**src/rtl/ecc_pkg.sv**
```systemverilog
// Shared definitions for the ECC encoder controller: register offsets,
// codeword width encodings, result masks and the sequencing FSM states.
package ecc_pkg;

    localparam logic [2:0] OFF_CTRL   = 3'd0;
    localparam logic [2:0] OFF_DATA   = 3'd1;
    localparam logic [2:0] OFF_WIDTH  = 3'd2;
    localparam logic [2:0] OFF_RESULT = 3'd3;
    localparam logic [2:0] OFF_STATUS = 3'd4;

    localparam logic [1:0] CW_SMALL   = 2'b00;
    localparam logic [1:0] CW_MEDIUM  = 2'b01;
    localparam logic [1:0] CW_LARGE   = 2'b10;
    localparam logic [1:0] CW_ILLEGAL = 2'b11;

    localparam logic [31:0] MASK_SMALL  = 32'h0000_00FF;
    localparam logic [31:0] MASK_MEDIUM = 32'h0000_FFFF;
    localparam logic [31:0] MASK_LARGE  = 32'hFFFF_FFFF;

    typedef enum logic [1:0] {
        ST_IDLE,
        ST_DRIVE,
        ST_CAPTURE,
        ST_DONE
    } state_t;

    // An illegal width yields an all-zero mask; it never reaches the capture path.
    function automatic logic [31:0] cw_mask(input logic [1:0] width);
        case (width)
            CW_SMALL:  return MASK_SMALL;
            CW_MEDIUM: return MASK_MEDIUM;
            CW_LARGE:  return MASK_LARGE;
            default:   return 32'h0000_0000;
        endcase
    endfunction

endpackage

```
**src/rtl/ecc_enc_ctrl_if.sv**
```systemverilog
// APB bus bundle between a host master and the ECC encoder controller.
interface ecc_enc_ctrl_if #(
    parameter int AMBA_ADDR_WIDTH = 20,
    parameter int AMBA_WORD       = 32
);

    logic [AMBA_ADDR_WIDTH-1:0] PADDR;
    logic                       PSEL;
    logic                       PENABLE;
    logic                       PWRITE;
    logic [AMBA_WORD-1:0]       PWDATA;
    logic [AMBA_WORD-1:0]       PRDATA;
    logic                       PREADY;
    logic                       PSLVERR;

    modport master (
        output PADDR, PSEL, PENABLE, PWRITE, PWDATA,
        input  PRDATA, PREADY, PSLVERR
    );

    modport slave (
        input  PADDR, PSEL, PENABLE, PWRITE, PWDATA,
        output PRDATA, PREADY, PSLVERR
    );

endinterface

```
**src/rtl/ecc_apb_regs.sv**
```systemverilog
// APB decode, register file and error response for the ECC encoder controller.
// Issues a start strobe to the sequencer and holds RESULT/STATUS for software.
module ecc_apb_regs
    import ecc_pkg::*;
#(
    parameter int AMBA_ADDR_WIDTH = 20,
    parameter int AMBA_WORD       = 32
) (
    input  logic                 clk,
    input  logic                 rst,
    ecc_enc_ctrl_if.slave        apb,
    input  logic                 busy,
    input  logic                 op_done,
    input  logic                 result_load,
    input  logic [AMBA_WORD-1:0] result_value,
    output logic                 start,
    output logic [AMBA_WORD-1:0] data_in,
    output logic [1:0]           cw_width
);

    logic                 access;
    logic [2:0]           offset;
    logic                 mapped;
    logic                 wr_ro;
    logic                 wr_busy;
    logic                 err;
    logic                 wr_ok;
    logic [AMBA_WORD-1:0] rdata;
    logic [AMBA_WORD-1:0] result_q;
    logic                 done_sticky;
    logic                 cfg_err;
    logic                 unused_addr_bits;

    assign access = apb.PSEL & apb.PENABLE;
    assign offset = apb.PADDR[4:2];
    assign unused_addr_bits = ^{apb.PADDR[AMBA_ADDR_WIDTH-1:5], apb.PADDR[1:0]};

    // Rejected writes are flagged here and never reach the register file.
    always_comb begin
        mapped  = (offset <= OFF_STATUS);
        wr_ro   = (offset == OFF_RESULT) || (offset == OFF_STATUS);
        wr_busy = busy && ((offset == OFF_CTRL) || (offset == OFF_DATA) ||
                           (offset == OFF_WIDTH));
        err     = access && (!mapped || (apb.PWRITE && (wr_ro || wr_busy)));
        wr_ok   = access && apb.PWRITE && !err;
    end

    assign start = wr_ok && (offset == OFF_CTRL) &&
                   (apb.PWDATA == {{(AMBA_WORD-1){1'b0}}, 1'b1});

    always_ff @(posedge clk or negedge rst) begin
        if (!rst) begin
            data_in     <= '0;
            cw_width    <= 2'b00;
            result_q    <= '0;
            done_sticky <= 1'b0;
            cfg_err     <= 1'b0;
        end else begin
            if (wr_ok && (offset == OFF_DATA)) begin
                data_in <= apb.PWDATA;
            end
            if (wr_ok && (offset == OFF_WIDTH)) begin
                cw_width <= apb.PWDATA[1:0];
            end
            if (result_load) begin
                result_q <= result_value;
            end
            if (start) begin
                done_sticky <= 1'b0;
                cfg_err     <= (cw_width == CW_ILLEGAL);
            end else if (op_done) begin
                done_sticky <= 1'b1;
            end
        end
    end

    always_comb begin
        rdata = '0;
        if (access && !apb.PWRITE) begin
            case (offset)
                OFF_DATA:   rdata = data_in;
                OFF_WIDTH:  rdata = AMBA_WORD'(cw_width);
                OFF_RESULT: rdata = result_q;
                OFF_STATUS: rdata = AMBA_WORD'({cfg_err, done_sticky, busy});
                default:    rdata = '0;
            endcase
        end
    end

    assign apb.PRDATA  = rdata;
    assign apb.PREADY  = 1'b1;
    assign apb.PSLVERR = err;

endmodule

```
**src/rtl/ecc_enc_ctrl.sv**
```systemverilog
// ECC encoder controller: APB register file plus a sequencer that drives the
// external registered encoder and captures its width-masked codeword.
module ecc_enc_ctrl
    import ecc_pkg::*;
#(
    parameter int AMBA_ADDR_WIDTH = 20,
    parameter int AMBA_WORD       = 32,
    parameter int DATA_WIDTH      = 32
) (
    input  logic                 clk,
    input  logic                 rst,
    ecc_enc_ctrl_if.slave        apb,
    output logic                 enc_small,
    output logic                 enc_medium,
    output logic                 enc_large,
    output logic [AMBA_WORD-1:0] enc_data,
    output logic [1:0]           enc_cw_width,
    input  logic [AMBA_WORD-1:0] enc_out,
    output logic                 operation_done,
    output logic                 busy
);

    state_t                state_q;
    state_t                state_d;
    logic                  start;
    logic                  legal_start;
    logic                  result_load;
    logic [AMBA_WORD-1:0]  data_in;
    logic [1:0]            cw_width;
    logic [DATA_WIDTH-1:0] masked_cw;
    logic [AMBA_WORD-1:0]  result_value;

    ecc_apb_regs #(
        .AMBA_ADDR_WIDTH (AMBA_ADDR_WIDTH),
        .AMBA_WORD       (AMBA_WORD)
    ) u_regs (
        .clk          (clk),
        .rst          (rst),
        .apb          (apb),
        .busy         (busy),
        .op_done      (operation_done),
        .result_load  (result_load),
        .result_value (result_value),
        .start        (start),
        .data_in      (data_in),
        .cw_width     (cw_width)
    );

    assign legal_start = start && (cw_width != CW_ILLEGAL);

    always_ff @(posedge clk or negedge rst) begin
        if (!rst) begin
            state_q <= ST_IDLE;
        end else begin
            state_q <= state_d;
        end
    end

    // An illegal width skips the encoder entirely and reports completion at once.
    always_comb begin
        state_d        = state_q;
        result_load    = 1'b0;
        operation_done = 1'b0;
        case (state_q)
            ST_IDLE: begin
                if (start) begin
                    state_d = (cw_width == CW_ILLEGAL) ? ST_DONE : ST_DRIVE;
                end
            end
            ST_DRIVE: begin
                state_d = ST_CAPTURE;
            end
            ST_CAPTURE: begin
                state_d     = ST_DONE;
                result_load = 1'b1;
            end
            ST_DONE: begin
                state_d        = ST_IDLE;
                operation_done = 1'b1;
            end
            default: begin
                state_d = ST_IDLE;
            end
        endcase
    end

    assign busy = (state_q != ST_IDLE);

    // Encoder inputs only change on a legal start, so they hold between operations.
    always_ff @(posedge clk or negedge rst) begin
        if (!rst) begin
            enc_data     <= '0;
            enc_cw_width <= 2'b00;
            enc_small    <= 1'b0;
            enc_medium   <= 1'b0;
            enc_large    <= 1'b0;
        end else if (legal_start) begin
            enc_data     <= data_in;
            enc_cw_width <= cw_width;
            enc_small    <= (cw_width == CW_SMALL);
            enc_medium   <= (cw_width == CW_MEDIUM);
            enc_large    <= (cw_width == CW_LARGE);
        end
    end

    assign masked_cw    = DATA_WIDTH'(enc_out) & DATA_WIDTH'(cw_mask(enc_cw_width));
    assign result_value = AMBA_WORD'(masked_cw);

endmodule

```
**src/flat_wrapper.sv**
```systemverilog
// flat-port wrapper written by rule: the top's interface ports become plain ports
module ecc_enc_ctrl_flat import ecc_pkg::*;
#(
    parameter int AMBA_ADDR_WIDTH = 20,
    parameter int AMBA_WORD       = 32,
    parameter int DATA_WIDTH      = 32
)
  (clk, rst, enc_small, enc_medium, enc_large, enc_data, enc_cw_width, enc_out, operation_done, busy, apb_PADDR, apb_PSEL, apb_PENABLE, apb_PWRITE, apb_PWDATA, apb_PRDATA, apb_PREADY, apb_PSLVERR);
  ecc_enc_ctrl_if #(.AMBA_ADDR_WIDTH(AMBA_ADDR_WIDTH), .AMBA_WORD(AMBA_WORD)) apb_i ();
  input  logic clk;
  input  logic rst;
  output logic enc_small;
  output logic enc_medium;
  output logic enc_large;
  output logic [AMBA_WORD-1:0] enc_data;
  output logic [1:0] enc_cw_width;
  input  logic [AMBA_WORD-1:0] enc_out;
  output logic operation_done;
  output logic busy;
  input wire logic [$bits(apb_i.PADDR)-1:0] apb_PADDR;
  input wire logic [$bits(apb_i.PSEL)-1:0] apb_PSEL;
  input wire logic [$bits(apb_i.PENABLE)-1:0] apb_PENABLE;
  input wire logic [$bits(apb_i.PWRITE)-1:0] apb_PWRITE;
  input wire logic [$bits(apb_i.PWDATA)-1:0] apb_PWDATA;
  output wire logic [$bits(apb_i.PRDATA)-1:0] apb_PRDATA;
  output wire logic [$bits(apb_i.PREADY)-1:0] apb_PREADY;
  output wire logic [$bits(apb_i.PSLVERR)-1:0] apb_PSLVERR;
  assign apb_i.PADDR = apb_PADDR;
  assign apb_i.PSEL = apb_PSEL;
  assign apb_i.PENABLE = apb_PENABLE;
  assign apb_i.PWRITE = apb_PWRITE;
  assign apb_i.PWDATA = apb_PWDATA;
  assign apb_PRDATA = apb_i.PRDATA;
  assign apb_PREADY = apb_i.PREADY;
  assign apb_PSLVERR = apb_i.PSLVERR;
  ecc_enc_ctrl #(.AMBA_ADDR_WIDTH(AMBA_ADDR_WIDTH), .AMBA_WORD(AMBA_WORD), .DATA_WIDTH(DATA_WIDTH)) u_core (.clk(clk), .rst(rst), .apb(apb_i), .enc_small(enc_small), .enc_medium(enc_medium), .enc_large(enc_large), .enc_data(enc_data), .enc_cw_width(enc_cw_width), .enc_out(enc_out), .operation_done(operation_done), .busy(busy));
endmodule
```
**config.mk**
```make
export PLATFORM = sky130hd
export DESIGN_NAME = ecc_enc_ctrl_flat
export DESIGN_NICKNAME = d
export VERILOG_FILES = /design/src/rtl/ecc_pkg.sv /design/src/rtl/ecc_enc_ctrl_if.sv /design/src/rtl/ecc_apb_regs.sv /design/src/rtl/ecc_enc_ctrl.sv /design/src/flat_wrapper.sv
export SDC_FILE = /design/constraint.sdc
export NUM_CORES = 1
export LEC_CHECK = 0
export BUFFER_PORTS_ARGS = -buffer_cell sky130_fd_sc_hd__buf_2
export CORE_ASPECT_RATIO = 1.75
export CORE_MARGIN = 4
export CORE_UTILIZATION = 25
export CTS_CLUSTER_SIZE = 12
export DETAILED_ROUTE_END_ITERATION = 7
export PLACE_DENSITY = 0.42
export SETUP_SLACK_MARGIN = 0.05
export SLEW_MARGIN = 20
export SYNTH_ARGS = -nofsm -noshare
export SYNTH_HDL_FRONTEND = slang
export SYNTH_HIERARCHICAL = 1
export SYNTH_SLANG_ARGS = --single-unit
```
**constraint.sdc**
```tcl
create_clock -name clk -period 2.96 [get_ports clk]
set_input_delay 0.296 -clock clk [delete_from_list [all_inputs] [get_ports clk]]
set_output_delay 0.296 -clock clk [all_outputs]
set_load 0.01 [all_outputs]
```
* Word-level counts from Yosys, hierarchy flattened
Index checks and enable logic that the tools add are counted.
Operators by class: order comparisons 1, eq/ne operators 15, multiplexer cells 10, bitwise operators 2, reduce and logical (&&, ||, !) cells 25
Operators by type and width (number):
- $pmux W32 S4 | 1
- $pmux W32 S3 | 1
- $and A32 B32 Y32 | 1
- $eq A32 B1 Y1 const B | 1
- $mux W32 | 1
- $logic_and A1 B1 Y1 | 11
- $eq A2 B2 Y1 const B | 5
- $pmux W2 S4 | 1
- $eq A2 B1 Y1 const B | 3
- $eq A3 B2 Y1 const B | 2
- $logic_not A2 Y1 | 3
- $logic_or A1 B1 Y1 | 5
- $mux W1 | 4
- $mux W2 | 2
- $reduce_bool A2 Y1 | 2
- $eq A3 B1 Y1 const B | 1
- $eq A3 B3 Y1 const B | 1
- $le A3 B3 Y1 const B | 1
- $logic_not A1 Y1 | 3
- $logic_not A3 Y1 | 1
- $ne A2 B1 Y1 const B | 1
- $ne A2 B2 Y1 const B | 1
- $and A1 B1 Y1 | 1
Word-level totals: register bits 107, output and inout port bits 73

* Logic depth before layout (Yosys ltp)
Gate-level depths: netlist of the first run.
depth after elaboration 14, mapped depth 9, depth with buffers taken out 8

* Modules after synthesis
The synthesis of the first run kept the hierarchy.
Modules (own cells, without submodules):
- ecc_apb_regs | instances 1, cells each 259, area each 3175.5 um^2, sequential area each 1701.6 um^2
- ecc_enc_ctrl | instances 1, cells each 135, area each 1790.5 um^2, sequential area each 975.9 um^2

* Worst setup path before layout of the first run
Ideal clock, no wire load.
kind register to register, start point register u_core.state_q[0], end point register u_core.enc_data[17], arrival time 2371 ps, data required time 2835 ps, slack 465 ps, cell stages (with the launch flop) 10, buffers on the path 1, clock period less this slack 2495 ps, cells stage by stage dfrtp_1 -> inv_1 -> ha_1 -> inv_1 -> a211oi_2 -> nand4_1 -> nor4_2 -> a21boi_4 -> buf_6 -> mux2_2
Between the ends: longest elaborated chain between the ends 11
RTL lines:
- start, declared | RTL line ecc_enc_ctrl.sv:23 | state_t state_q;
- start signal, assigned | RTL line ecc_enc_ctrl.sv:55 | state_q <= state_d;
- $reduce_bool A2 Y1 | RTL line ecc_enc_ctrl.sv:87 | assign busy = (state_q != ST_IDLE);
- via busy | RTL line flat_wrapper.sv:19 | output logic busy;
- $logic_and A1 B1 Y1 | RTL line ecc_apb_regs.sv:42 | wr_busy = busy && ((offset == OFF_CTRL) || (offset == OFF_DATA) ||
- $logic_or A1 B1 Y1 | RTL line ecc_apb_regs.sv:44 | err = access && (!mapped || (apb.PWRITE && (wr_ro || wr_busy)));
- $logic_and A1 B1 Y1 | RTL line ecc_apb_regs.sv:44
- $logic_or A1 B1 Y1 | RTL line ecc_apb_regs.sv:44
- $logic_and A1 B1 Y1 | RTL line ecc_apb_regs.sv:44
- $logic_not A1 Y1 | RTL line ecc_apb_regs.sv:45 | wr_ok = access && apb.PWRITE && !err;
- $logic_and A1 B1 Y1 | RTL line ecc_apb_regs.sv:45
- $logic_and A1 B1 Y1 (2 in series) | RTL line ecc_apb_regs.sv:48 | assign start = wr_ok && (offset == OFF_CTRL) &&
- via u_core.start | RTL line ecc_enc_ctrl.sv:25 | logic start;
- $logic_and A1 B1 Y1 | RTL line ecc_enc_ctrl.sv:49 | assign legal_start = start && (cw_width != CW_ILLEGAL);
- end signal, assigned | RTL line ecc_enc_ctrl.sv:98 | enc_data <= data_in;
- end, declared | RTL line ecc_enc_ctrl.sv:16 | output logic [AMBA_WORD-1:0] enc_data,
The timed path passes the listed nets, and every way through them passes these cells. A chain may end at the register's enable or synchronous reset.

* Final worst setup path of the first run
start point register u_core.state_q[0], end point register u_core.enc_data[26]
Between the ends: longest elaborated chain between the ends 11
RTL lines (RTL line):
- $reduce_bool A2 Y1 | ecc_enc_ctrl.sv:87
- $logic_and A1 B1 Y1 | ecc_apb_regs.sv:42
- $logic_or A1 B1 Y1 | ecc_apb_regs.sv:44
- $logic_and A1 B1 Y1 | ecc_apb_regs.sv:44
- $logic_or A1 B1 Y1 | ecc_apb_regs.sv:44
- $logic_and A1 B1 Y1 | ecc_apb_regs.sv:44
- $logic_not A1 Y1 | ecc_apb_regs.sv:45
- $logic_and A1 B1 Y1 | ecc_apb_regs.sv:45
- $logic_and A1 B1 Y1 (2 in series) | ecc_apb_regs.sv:48
- via u_core.start | ecc_enc_ctrl.sv:25
- $logic_and A1 B1 Y1 | ecc_enc_ctrl.sv:49
The timed path passes the listed nets, and every way through them passes these cells.

==> results.py, run 1 <==
metrics = {
    "worst_setup_path": {
        "r2r_slack_ns": 0.25,
        "rr_startpoint": "u_core/state_q[0]",
        "worstSetupPathType": "reg -> reg",
        "slowest_delay_ns": 0.39,
        "cp_num_buf_inv": 3,
        "r2r-end": "u_core/enc_data[26]",
        "required_ns": 3.19,
        "crit_fanout": 18,
        "startpoint_type": "flop",
        "cpMostUsedCell": "inv_1",
        "critPathTopFamily": "simple AND/OR/NAND/NOR gates",
        "endpoint_kind": "flop",
        "critPathArrivalTime_ns": 2.94,
        "worstPathCellList": "inv_1 -> ha_1 -> inv_1 -> a211oi_2 -> nand4_1 -> nor4_2 -> a21boi_4 -> buf_12 -> mux2_2",
        "slowest_stage": "dfrtp_1",
        "worst-r2r-cell-count": 9,
    },
    "hold_path": {
        "hold_end": "u_core/u_regs/data_in[21]",
        "hold_path.class": "in -> reg",
        "hold_path_depth": 2,
        "holdCritStartpoint": "apb_PWDATA[21]",
    },
    "place": {
        "place_congestion": 0.765,
        "place_ws_ns": 0.269,
        "port_buffers": 143,
        "dp_hpwl_um": 11200,
    },
    "logic_synthesis": {
        "syn-cell-area_um2": 4970,
        "yosysWarnings": 6,
        "synthSimpleGateAreaFrac_pct": 10.8,
        "yosys_most_used_dff": "dfrtp_1",
        "synth.mux.area_fraction_pct": 22.8,
        "async_flop_share_pct": 100,
        "synth_seq_cells": 107,
        "avgSynthCellArea_um2": 12.6,
        "ys_types": 43,
        "yosysTopAreaCell": "dfrtp_1",
        "synth.most_common_cell": "dfrtp_1",
        "synth-seq-area-share_pct": 53.9,
        "synth_adder_area_share_pct": 1.51,
        "synth_top_area_share_pct": 53.9,
        "synthTopCellsByCount": "107 x dfrtp_1, 55 x mux2_2, 41 x mux2_1, 37 x nor2_1, 31 x a22oi_1",
        "synth_edf_count": 0,
        "synth_area_leaders": "dfrtp_1 54%, mux2_2 12%, mux2_1 9.3%",
        "synth_cells": 394,
        "synth_compound_area_share_pct": 7.33,
        "synth_fp_nets": 489,
        "synth_top_family_by_area": "multiplexers",
        "yosys.area_share.xor_xnor_pct": 0.176,
    },
    "global_routing": {
        "use_met2_pct": 25.7,
        "grt_pass1_vias": 4129,
        "grt_util_met3_pct": 3.15,
        "busiest_layer": "met2",
        "grt_pass1_wl_um": 24100,
        "grt_max_degree": 51,
        "grt.overflow.total": 0,
        "antenna_found_initial": 0,
        "groute.usage.overall_pct": 14.3,
        "grt_use_met1_pct": 16.2,
    },
    "power": {
        "p_leak_nw": 3.13,
        "switching_share_pct": 23.8,
        "irDropWorstVdd_mv": 0.261,
        "power_frac_comb_pct": 11.0,
        "seqPwrFrac_pct": 51.2,
        "p_int_mw": 2.68,
        "powerDensity_nw_per_um2": 552,
        "clkPwrFrac_pct": 37.8,
        "p_sw_uw": 836,
        "p_total_mw": 3.52,
    },
    "cells_and_area": {
        "antenna_cells": 0,
        "fin_nets": 635,
        "area_growth_pct": 28.4,
        "drive_above_1_share_pct": 44.0,
    },
    "clock_tree": {
        "cts_resized": 0,
        "cts.sinks": 107,
        "numCtsBuffers": 9,
        "clock_tree.buffer_depth": 2,
        "h-tree-depth": 3,
        "clk_pin_slew_ns": 0.07,
        "clock_latency_ns": 0.35,
        "cts_tree": "built",
        "cts_root_buf": "clkbuf_16",
    },
    "route": {
        "totalWireLength_um": 15300,
        "routed_via_density": 4.59,
        "vias": 3624,
        "ant_nets": 0,
        "drc_errors": 0,
        "drtPass1Iterations": 4,
        "routedWlPerCell_um": 19.4,
        "drtIter0Drc": 129,
    },
    "timing": {
        "setup_ws_ns": 0.250,
        "timing.fmax_mhz": 369,
        "rsz0062_at_grt": "no",
        "worst_slew_pin_slew_ns": 0.698,
        "period_share_pct": 91.6,
        "finalCriticalPeriod_ns": 2.71,
        "hold_viol_final": 0,
        "slew_headroom_pct": 53.5,
        "setup_viol": 0,
        "report.final.slew_viol_count": 0,
        "setup-tns-final_ns": 0,
        "skew_ns": 0.00655,
    },
    "die": {
        "fp.dieH_um": 194,
        "ios": 162,
        "die_w_um": 115,
        "dieArea_um2": 22300,
        "initial_core_util_pct": 25.3,
        "num_rows": 68,
        "core_um2": 19700,
    },
    "job": {
        "drv_cap": 0,
    },
    "outcome": {
        "status": "finished, final reports clean",
    },
}
power by group through the flow:
stage               combinational, mW  sequential [mW]  clock (mW)
floorplan                       0.248             1.78           0
global placement                0.382             1.82           0
detailed placement              0.395             1.83           0
CTS                             0.397             1.80        1.38
global route                    0.432             1.83        1.44
finish                          0.386             1.80        1.33
metal layers:
| metal | wire length (um) | part of all wire [%] |
|---|---|---|
| met5 | 0 | 0 |
| met4 | 359 | 2.3 |
| met3 | 700 | 4.6 |
| met2 | 8270 | 54 |
| met1 | 5970 | 39 |
per-stage QoR:
| stage | utilization, % | area [um2] | instances | hold WS (ns) |
|---|---|---|---|---|
| floorplan | - | 4970 | 394 | 0.000409 |
| global placement | 30.7 | 6040 | 773 | 0.373 |
| detailed placement | 30.7 | 6040 | 773 | 0.386 |
| CTS | 32.4 | 6380 | 790 | 0.162 |
| global route | 32.4 | 6380 | 790 | 0.162 |
| finish | 32.4 | 6380 | 790 | 0.178 |
worst register-to-register path: cells and delay by family, from the launching register on:
kind,cells,cell delay [ns]
AND/OR/NAND/NOR,2,0.72
AO/OA/AOI/OAI,2,0.47
flip-flops,1,0.39
buffers and inverters,3,0.47
multiplexers,1,0.36
adder cells (fa/ha/maj),1,0.20
placed cells by master (no fill, tap or decap), types with 3 or more instances in the layout:
master and n:
buf_2 142, dfrtp_1 107, mux2_2 55, mux2_1 41
nor2_1 36, a22oi_1 31, nor2b_1 18, and2_1 16
buf_4 12, clkbuf_16 9, inv_1 8, a21oi_1 6
nor4_1 6, ha_1 5, buf_12 4, o21a_1 3
nand2_1 3
final cells by class:
class | count | area (um2)
fillers | 2026 | 13300
flip-flops and latches | 107 | 2680
multi-input cells | 254 | 2140
repair buffers | 159 | 891
well taps | 245 | 307
clock buffers | 12 | 256
clock inverters | 4 | 72.6
inverters | 9 | 33.8
logic make-up after synthesis:
group / count (synthesis)
flops: 107
mux: 100
simple gates: 98
compound gates: 48
buf+inv: 33
fa+ha+maj: 6
other cells: 1
xor+xnor: 1
worst max path at each step:
stage | slack, ns | startpoint | depth (start not counted) | endpoint
after global routing | 0.09 | u_core/state_q[0] | 9 | u_core/enc_data[21]
final | 0.25 | u_core/state_q[0] | 9 | u_core/enc_data[26]
after global placement | 0.34 | apb_PWDATA[8] | 8 | u_core/enc_data[25]
after floorplan | 0.46 | u_core/state_q[0] | 9 | u_core/enc_data[17]
after detailed placement | 0.27 | u_core/state_q[0] | 9 | u_core/enc_data[30]
after CTS | 0.24 | u_core/state_q[0] | 9 | u_core/enc_data[30]
state kept, by name (all words and copies together), names as in the netlist:
register	flops
u_core/u_regs/done_sticky	1
u_core/u_regs/cfg_err	1
u_core/enc_medium	1
u_core/state_q	2
u_core/enc_large	1
u_core/u_regs/data_in	32
u_core/u_regs/result_q	32
u_core/u_regs/cw_width	2
u_core/enc_small	1
u_core/enc_data	32
u_core/enc_cw_width	2
what timing repair did:
action / 4_1_cts / 5_1_grt
setup endpoints to repair: 0 / 0
hold buffers: 1 / 0
endpoints found under the hold margin: 2 / 0
buffers inserted: 0 / 0
Note: power is estimated with default switching activity, not from simulation.
==> run 2: changes to the inputs <==
- PLACE_DENSITY: 0.42 -> 0.44
- clock period: 2.96 -> 2.4 ns (I/O delays scaled with it)
==> results.py, run 2 (synthesized netlist as in run 1, its figures left out) <==
metrics = {
    "clock_tree": {
        "cts_root_buf": "clkbuf_16",
        "numCtsBuffers": 9,
        "clock_latency_ns": 0.35,
        "h-tree-depth": 3,
        "clock_tree.buffer_depth": 2,
        "cts.sinks": 107,
        "cts_tree": "built",
        "clk_pin_slew_ns": 0.08,
    },
    "cells_and_area": {
        "finalNonFillerCells": 806,
        "final_common_cell": "buf_2",
        "drive_above_1_share_pct": 46.9,
        "antenna_cells": 0,
        "final_cell_mix": "142 x buf_2, 107 x dfrtp_1, 43 x mux2_2",
        "post-route-util_pct": 33.8,
        "multi_input_area_um2": 2210,
        "reg_top3": "u_core/enc_data x32, u_core/u_regs/data_in x32, u_core/u_regs/result_q x32",
        "nFillCells": 1998,
        "fin_nets": 651,
        "area_growth_pct": 34.0,
        "register_area_um2": 2680,
        "stdcell_area_um2": 6650,
    },
    "timing": {
        "hold_ws_ns": 0.116,
        "skew_ns": 0.00817,
        "report.final.slew_viol_count": 0,
        "finalCriticalPeriod_ns": 2.37,
        "timing.fmax_mhz": 422,
        "period_share_pct": 98.8,
        "rsz0062_at_grt": "yes",
        "worst_slew_pin_slew_ns": 0.663,
        "setup-tns-final_ns": 0,
        "setup_viol": 0,
        "setup_ws_ns": 0.0298,
        "hold_viol_final": 0,
        "slew_headroom_pct": 55.4,
    },
    "global_routing": {
        "grt_max_degree": 46,
        "grt_pass1_wl_um": 24600,
        "antenna_found_initial": 0,
        "groute.usage.overall_pct": 14.7,
        "grt_pass1_vias": 4216,
        "grt.overflow.total": 0,
    },
    "worst_setup_path": {
        "worstPathCellList": "inv_2 -> ha_4 -> inv_6 -> a211oi_2 -> nand4_1 -> nor4_4 -> a21boi_4 -> buf_6 -> clkbuf_16 -> mux2_2",
        "cp-startpoint": "u_core/state_q[1]",
        "critPathArrivalTime_ns": 2.61,
        "worstSetupPathType": "reg -> reg",
        "r2r-end": "u_core/enc_data[29]",
        "rr_startpoint": "u_core/state_q[1]",
        "slowest_stage": "dfrtp_1",
        "worst-r2r-cell-count": 10,
        "endpoint_kind": "flop",
        "crit_end": "u_core/enc_data[29]",
        "r2r_slack_ns": 0.03,
        "required_ns": 2.64,
        "startpoint_type": "flop",
        "crit_fanout": 6,
        "slowest_delay_ns": 0.40,
    },
    "route": {
        "met3_length_um": 624,
        "ant_nets": 0,
        "wl_met1_um": 6280,
        "routed_via_density": 4.61,
        "drc_errors": 0,
        "drtPass1Iterations": 4,
        "drtIter0Drc": 105,
        "routedWlPerCell_um": 20.0,
        "vias": 3714,
        "wl_met2_um": 8920,
        "totalWireLength_um": 16100,
        "top_layer": "met4",
    },
    "place": {
        "placedInstanceArea_um2": 6160,
        "dp.cells": 781,
        "dp_hpwl_um": 11400,
        "port_buffers": 143,
        "place_congestion": 0.746,
        "place_ws_ns": -0.236,
    },
    "outcome": {
        "status": "finished, final reports clean",
    },
    "power": {
        "p_leak_nw": 3.25,
        "p_total_mw": 4.21,
        "irDropWorstVdd_mv": 0.368,
        "powerDensity_nw_per_um2": 634,
    },
    "die": {
        "core_um2": 19700,
        "die_w_um": 115,
        "fp.dieH_um": 194,
        "ios": 162,
        "num_rows": 68,
        "initial_core_util_pct": 25.3,
        "dieArea_um2": 22300,
    },
    "hold_path": {
        "hold_path.class": "in -> reg",
    },
    "job": {
        "drv_cap": 0,
    },
}
## run 2: critical path, delay by kind of cell, from the launching register on
kind | cells | cell delay (ns)
muxes | 1 | 0.33
AOI/OAI and AO/OA | 2 | 0.39
DFF | 1 | 0.40
and+or+nand+nor | 2 | 0.51
adders and majority gates | 1 | 0.17
buffers and inverters | 4 | 0.43
## run 2: where the power goes
group	total (mW)	internal (mW)	switching, mW
registers	2.22	2.06	0.156
logic	0.495	0.285	0.210
clock network	1.50	0.806	0.695
total	4.21	3.15	1.06
## run 2: layout make-up
| cell class | instances | area share [%] |
|---|---|---|
| timing repair buffer | 175 | 16.9 |
| clock buffer | 9 | 3.39 |
| sequential | 107 | 40.2 |
| tap | 245 | 4.61 |
| clock inverter | 7 | 1.03 |
| multi-input combinational | 254 | 33.3 |
| inverter | 9 | 0.583 |
## run 2: repair_timing
action / 4_1_cts / 5_1_grt
pin swaps: 1 / 3
hold buffers: 1 / 0
setup buffers: 3 / 2
resized for setup: 2 / 22
hold endpoints to repair: 30 / 0
gates cloned: 1 / 2
endpoints found under the setup margin: 31 / 35
## run 2: how the worst min path moves through the flow
stage	to	slack, ns	cells after the start	startpoint
after global routing	u_core/u_regs/data_in[9]	0.10	2	apb_PWDATA[9]
after CTS	u_core/u_regs/data_in[9]	0.1	2	apb_PWDATA[9]
after global placement	u_core/u_regs/result_q[12]	0.23	1	rst
final	u_core/u_regs/data_in[30]	0.12	2	apb_PWDATA[30]
after detailed placement	u_core/u_regs/data_in[12]	0.23	1	rst
after floorplan	u_core/enc_cw_width[0]	-0.06	0	rst
## run 2: per-layer routing
layer / up-vias / global-route usage (%)
met5: - / 0
met4: 0 / 5.20
met3: 16 / 3.08
met2: 84 / 26.5
met1: 1892 / 16.9
li1: 1722 / -
